## config.mk

```make
export PLATFORM = sky130hd
export DESIGN_NAME = divider
export DESIGN_NICKNAME = d
export VERILOG_FILES = /design/src/rtl/divider_pkg.sv /design/src/rtl/divider_div_step.sv /design/src/rtl/divider.sv
export SDC_FILE = /design/constraint.sdc
export NUM_CORES = 1
export LEC_CHECK = 0
export CORE_MARGIN = 10
export CORE_UTILIZATION = 50
export CTS_CLUSTER_DIAMETER = 60
export DETAILED_ROUTE_END_ITERATION = 10
export PLACE_DENSITY = 0.85
export SYNTH_ARGS = -nofsm -noshare
export SYNTH_HDL_FRONTEND = slang
export SYNTH_SLANG_ARGS = --single-unit
```

## constraint.sdc

```tcl
create_clock -name clk -period 2.75 [get_ports clk]
set_input_delay 0.4125 -clock clk [delete_from_list [all_inputs] [get_ports clk]]
set_output_delay 0.4125 -clock clk [all_outputs]
set_load 0.005 [all_outputs]
```

## src/rtl/divider_pkg.sv

```systemverilog
// ----------------------------------------------------------------------------
// divider_pkg
// Shared definitions for the sequential divider:
//   state_t            - FSM encoding (IDLE / RUN / FINISH)
//   DIV_WIDTH          - default operand width
//   DIV_ZERO_FILL      - fill bit of the divide-by-zero quotient (all ones)
// ----------------------------------------------------------------------------
package divider_pkg;

   typedef enum logic [1:0] {
      IDLE   = 2'd0,
      RUN    = 2'd1,
      FINISH = 2'd2
   } state_t;

   localparam int DIV_WIDTH = 32;

   // A divide by zero reports a quotient of all ones at any width, so the
   // constant is kept as a fill bit and replicated to WIDTH by the user.
   localparam logic DIV_ZERO_FILL = 1'b1;

endpackage

```

## src/rtl/divider_div_step.sv

```systemverilog
// ----------------------------------------------------------------------------
// div_step
// One combinational restoring shift-subtract iteration.
// Ports:
//   rem_in  [WIDTH:0]   partial remainder before this step
//   dvs     [WIDTH-1:0] divisor
//   q_msb               quotient/dividend bit shifted into the remainder
//   rem_out [WIDTH:0]   partial remainder after this step
//   q_bit               quotient bit produced by this step
// ----------------------------------------------------------------------------
module div_step #(
   parameter int WIDTH = 32
) (
   input  logic [WIDTH:0]   rem_in,
   input  logic [WIDTH-1:0] dvs,
   input  logic             q_msb,
   output logic [WIDTH:0]   rem_out,
   output logic             q_bit
);

   logic [WIDTH:0] shifted;
   logic [WIDTH:0] diff;

   // The extra top bit keeps the trial subtraction from overflowing even
   // when the divisor is all ones and the shifted remainder exceeds WIDTH bits.
   assign shifted = {rem_in[WIDTH-1:0], q_msb};
   assign diff    = shifted - {1'b0, dvs};
   assign q_bit   = (shifted >= {1'b0, dvs});
   assign rem_out = q_bit ? diff : shifted;

endmodule

```

## src/rtl/divider.sv

```systemverilog
// ----------------------------------------------------------------------------
// divider
// Sequential unsigned divider, restoring algorithm, one quotient bit per clock.
// Ports:
//   clk, rst_n            clock, asynchronous active-low reset
//   start                 request a divide (honoured only while busy=0)
//   dividend, divisor     operands, sampled with start
//   busy                  divide in progress (RUN or FINISH)
//   done                  one-cycle pulse, results valid
//   quotient, remainder   result of the last completed divide (held)
//   div_zero              last completed divide had divisor==0
// ----------------------------------------------------------------------------
module divider
   import divider_pkg::*;
#(
   parameter int WIDTH = DIV_WIDTH
) (
   input  logic             clk,
   input  logic             rst_n,
   input  logic             start,
   input  logic [WIDTH-1:0] dividend,
   input  logic [WIDTH-1:0] divisor,
   output logic             busy,
   output logic             done,
   output logic [WIDTH-1:0] quotient,
   output logic [WIDTH-1:0] remainder,
   output logic             div_zero
);

   localparam int CW = $clog2(WIDTH + 1);

   state_t           state_reg, state_next;
   logic [WIDTH-1:0] q_reg, q_next;
   logic [WIDTH-1:0] dvs_reg, dvs_next;
   logic [WIDTH:0]   rem_reg, rem_next;
   logic [CW-1:0]    count_reg, count_next;
   logic [WIDTH-1:0] quotient_reg, quotient_next;
   logic [WIDTH-1:0] remainder_reg, remainder_next;
   logic             div_zero_reg, div_zero_next;
   logic             done_reg, done_next;

   logic [WIDTH:0]   step_rem;
   logic             step_bit;

   div_step #(.WIDTH(WIDTH)) u_step (
      .rem_in  (rem_reg),
      .dvs     (dvs_reg),
      .q_msb   (q_reg[WIDTH-1]),
      .rem_out (step_rem),
      .q_bit   (step_bit)
   );

   always_ff @(posedge clk or negedge rst_n) begin
      if (!rst_n) begin
         state_reg     <= IDLE;
         q_reg         <= '0;
         dvs_reg       <= '0;
         rem_reg       <= '0;
         count_reg     <= '0;
         quotient_reg  <= '0;
         remainder_reg <= '0;
         div_zero_reg  <= 1'b0;
         done_reg      <= 1'b0;
      end else begin
         state_reg     <= state_next;
         q_reg         <= q_next;
         dvs_reg       <= dvs_next;
         rem_reg       <= rem_next;
         count_reg     <= count_next;
         quotient_reg  <= quotient_next;
         remainder_reg <= remainder_next;
         div_zero_reg  <= div_zero_next;
         done_reg      <= done_next;
      end
   end

   always_comb begin
      state_next     = state_reg;
      q_next         = q_reg;
      dvs_next       = dvs_reg;
      rem_next       = rem_reg;
      count_next     = count_reg;
      quotient_next  = quotient_reg;
      remainder_next = remainder_reg;
      div_zero_next  = div_zero_reg;
      done_next      = 1'b0;

      case (state_reg)
         IDLE: begin
            if (start) begin
               dvs_next   = divisor;
               count_next = CW'(WIDTH);
               if (divisor == '0) begin
                  // Divide by zero: preload the final answer so FINISH can
                  // publish it exactly like a computed result.
                  q_next     = {WIDTH{DIV_ZERO_FILL}};
                  rem_next   = {1'b0, dividend};
                  state_next = FINISH;
               end else begin
                  q_next     = dividend;
                  rem_next   = '0;
                  state_next = RUN;
               end
            end
         end

         RUN: begin
            // q_reg holds the not-yet-consumed dividend bits in its upper part
            // and the quotient bits produced so far in its lower part.
            rem_next   = step_rem;
            q_next     = {q_reg[WIDTH-2:0], step_bit};
            count_next = count_reg - CW'(1);
            if (count_reg == CW'(1)) begin
               state_next = FINISH;
            end
         end

         FINISH: begin
            // The visible results (including div_zero) change only here, so
            // the previous result stays readable while a new divide runs.
            quotient_next  = q_reg;
            remainder_next = rem_reg[WIDTH-1:0];
            div_zero_next  = (dvs_reg == '0);
            done_next      = 1'b1;
            state_next     = IDLE;
         end

         default: begin
            state_next = IDLE;
         end
      endcase
   end

   assign busy      = (state_reg != IDLE);
   assign done      = done_reg;
   assign quotient  = quotient_reg;
   assign remainder = remainder_reg;
   assign div_zero  = div_zero_reg;

endmodule
```

==> impl_metrics.toml <==
[power]
clockPowerShare_pct = 13.3
p_per_area_mw_per_mm2 = 1500
p_comb_share_pct = 62.8
p_int_w = 0.0108
p_sw_w = 0.00779
ir_drop_v = 0.000691
power.total_w = 0.0186
pwr-share-seq_pct = 24.0
p_sw_share_pct = 41.8
leakage_nw = 5.46

[timing]
layout_min_cycle_time_ns = 2.85
fin_skew_ns = 0.0107
rsz0062_at_grt = "true"
fin_tns_setup_ns = -0.477
fmax_mhz = 350
post-route-worst-setup-slack_ns = -0.103
hold_violations = 0
slew_viol_final = 0
period_share_pct = 104
worst_slew_pin_slew_ns = 0.618
setup_violations = 11
timing.slew.headroom_pct = 58.8

[global_route]
grt_util_all_layers_pct = 22.9
grt_pass1_wl_mm = 44.5
grt_pass1_vias = 8313
grt_max_degree = 63
antenna_found_initial = 0
grt_overflow = 0

[synth]
synth-edff-count = 0
synthesis.nets = 1034
synth_fa_ha_area_share_pct = 4.92
synth_area_mm2 = 0.00906
synth.area.mux_share_pct = 8.08
synth_warnings = 0
synthArstFlopShare_pct = 100
synth_cell_types = 61
synth_top_family_by_area = "compound AO/OA/AOI/OAI gates"
avgSynthCellArea_um2 = 9.72
ys_ff_latch = 170
synth-compound-area-share_pct = 17.9
netlist_instances = 932
synth_xor_area_share_pct = 2.90
synth_seq_area_share_pct = 47.0
ys.flop_type = "dfrtp_1"
yosys.area_share.simple_pct = 14.4

[finish]
diodes = 0
fin_cells = 1376
n_fill_cell = 1282
drive_gt1_share_pct = 25.0
nets = 1236
area_delta_synth_final_pct = 37.3

[run_status]
violations = "negative setup slack"
status = "finished, violations left"

[floorplanning]
dieArea_mm2 = 0.0239
io_pins = 134
core_mm2 = 0.0179
start_util_pct = 50.6
die_h_um = 155
rows = 49
die_x_um = 155

[routing]
drt-total-wl_mm = 28.6
route.detailed.drc = 0
drtAntennaViolNets = 0
drtPass1Iterations = 8
drt_iter0_drc = 799
via_per_inst = 6.01
vias = 8275
wl_per_cell_um = 20.8

[critical_path]
cp.arrival_ns = 3.15
r2r_slack_ns = -0.10
cp-end-kind = "flip-flop"
crit_chain = "inv_2 -> ha_4 -> or4_4 -> o21ai_4 -> o31a_4 -> o31ai_4 -> a211oi_4 -> nor2_2 -> buf_12 -> a222oi_1 -> o21ai_1"
worstSetupStartpoint = "dvs_reg[4]"
path_class = "reg2reg"
critical_path_required_ns = 3.05
rr_endpoint = "rem_reg[11]"
critPathTopFamily = "compound AO/OA/AOI/OAI gates"
r2r-start = "dvs_reg[4]"
reg2regPathDepth = 11
critPathMaxFanout = 18
worst-path-stages = 11
cp-start-kind = "flip-flop"
cp_num_buf_inv = 2
slowest_stage = "or4_4"
slowest_delay_ns = 0.55

[clock_network]
cts_root_buffer = "clkbuf_16"
cts_max_level = 4
clk_latency_ns = 0.43
cts_sinks = 170
clk_pin_slew_worst_paths_ns = 0.06
cts_buffers = 17
clk_path_buf_depth = 2
cts_tree = "done"

[place]
dp_hpwl_mm = 20.2
portBuffers = 133
pre_cts_ws_ns = -0.136
post-place-cells = 1320
gp_congestion = 0.941

[hold_path]
whs_path_depth = 1
hold_start = "quotient[15]"
holdPathEnd = "quotient[15]"
hp-class = "reg2reg"

[flow_run]
maxCapViolCount = 0
[metrics by stage]
| stage | instance area (um^2) | util (%) | hold slack, ns |
|---|---|---|---|
| after floorplan | 9060 | - | 0.117 |
| after global placement | 11200 | 62.5 | 0.409 |
| after detailed placement | 11200 | 62.5 | 0.416 |
| after CTS | 12000 | 67.2 | 0.503 |
| after global routing | 12400 | 69.5 | 0.517 |
| final | 12400 | 69.5 | 0.503 |
[synthesized netlist by cell type (3+ instances only)]
library cell    n  share of area [%]
or3_1           3               0.21
dfrtp_1       170                 47
nand3_1        10               0.55
nor2_1         65                2.7
o211ai_1        4               0.33
xor2_1         15                1.5
o2bb2ai_1       8               0.77
o21ai_0        59                3.3
nor2b_1         3               0.21
o22ai_1         3               0.21
a221oi_1       12                1.2
mux2_2         65                8.1
a222oi_1       11                1.2
a22o_1          3               0.29
nand2_1       118                4.9
inv_1          47                1.9
o21ai_1         6               0.33
buf_1           4               0.17
a21oi_1        49                2.7
a211oi_1        5               0.41
a21o_1         13                1.1
nand2b_1        3               0.21
buf_6           3               0.37
a31oi_1         4               0.28
clkbuf_1       48                2.0
o31ai_1        39                3.2
nor4_1         19                1.3
xnor2_1        15                1.5
ha_1           34                4.7
buf_2           6               0.33
nand4_1         9               0.62
nor3_1         38                2.1
o21bai_1        3               0.25
[placed cells by master, fill, tap and decap left out, types with 12 or more instances in the layout]
| master | n |
|---|---|
| xnor2_1 | 14 |
| o31ai_1 | 37 |
| buf_4 | 95 |
| xor2_1 | 15 |
| o21ai_0 | 49 |
| o21ai_1 | 16 |
| clkbuf_16 | 19 |
| a21o_1 | 13 |
| inv_1 | 37 |
| ha_4 | 12 |
| nand2_1 | 116 |
| ha_1 | 18 |
| clkdlybuf4s50_1 | 132 |
| a21oi_1 | 44 |
| dfrtp_1 | 170 |
| nor4_1 | 18 |
| nor2_1 | 63 |
| mux2_2 | 65 |
| nor3_1 | 35 |
[cell type report]
cell class	instances	area, um^2	share of cell area [%]
multi-input cells	654	4810	38.6
inverters	47	176	1.42
flip-flops and latches	170	4250	34.2
well taps	229	287	2.30
clock buffers	19	433	3.48
repair buffers	244	2310	18.6
clock inverters	13	168	1.35
[worst max path at each step]
stage             endpoint  slack (ns)
3_5_place_dp   rem_reg[27]       -0.14
4_1_cts        rem_reg[27]       -0.04
6_report       rem_reg[11]       -0.10
5_1_grt        rem_reg[11]       -0.22
2_1_floorplan  rem_reg[17]        0.04
3_3_place_gp   rem_reg[20]       0.002
[power by group through the flow]
stage	registers, W	clock network (W)	logic (W)
finish	0.00446	0.00247	0.0117
global route	0.00458	0.00259	0.0126
CTS	0.00441	0.00249	0.0104
floorplan	0.00422	0	0.00610
global placement	0.00434	0	0.00956
detailed placement	0.00440	0	0.00975
[timing repair]
action / CTS / global route
buffers inserted: 9 / 14
cloned: 0 / 2
hold buffers: 1 / 0
endpoints found under the setup margin: 30 / 32
hold endpoints to repair: 53 / 0
pin swaps: 8 / 44
resized for setup: 23 / 68
[routing by layer]
| metal | vias up | global-route usage [%] | share of wire [%] |
|---|---|---|---|
| li1 | 3755 | - | - |
| met1 | 4064 | 30.4 | 43 |
| met2 | 389 | 36.5 | 47 |
| met3 | 67 | 5.16 | 7.8 |
| met4 | 0 | 7.06 | 2.4 |
| met5 | - | 0 | 0 |
[cells by family (layout without fill, tap and decap cells)]
| group | after synthesis | after routing |
|---|---|---|
| and+or+nand+nor | 285 | 285 |
| DFF | 170 | 170 |
| adders and majority gates | 35 | 35 |
| buffers and inverters | 108 | 323 |
| muxes | 65 | 65 |
| AOI/OAI and AO/OA | 239 | 239 |
| xor gates and xnor gates | 30 | 30 |
[worst register-to-register path, delay by kind of cell, from the launching register on]
| family | cells | cell delay [ns] |
|---|---|---|
| compound gates | 6 | 1.26 |
| flops | 1 | 0.38 |
| simple gates | 2 | 0.65 |
| fa+ha+maj | 1 | 0.17 |
| buf+inv | 2 | 0.26 |
(Power assumes the default switching activity.)
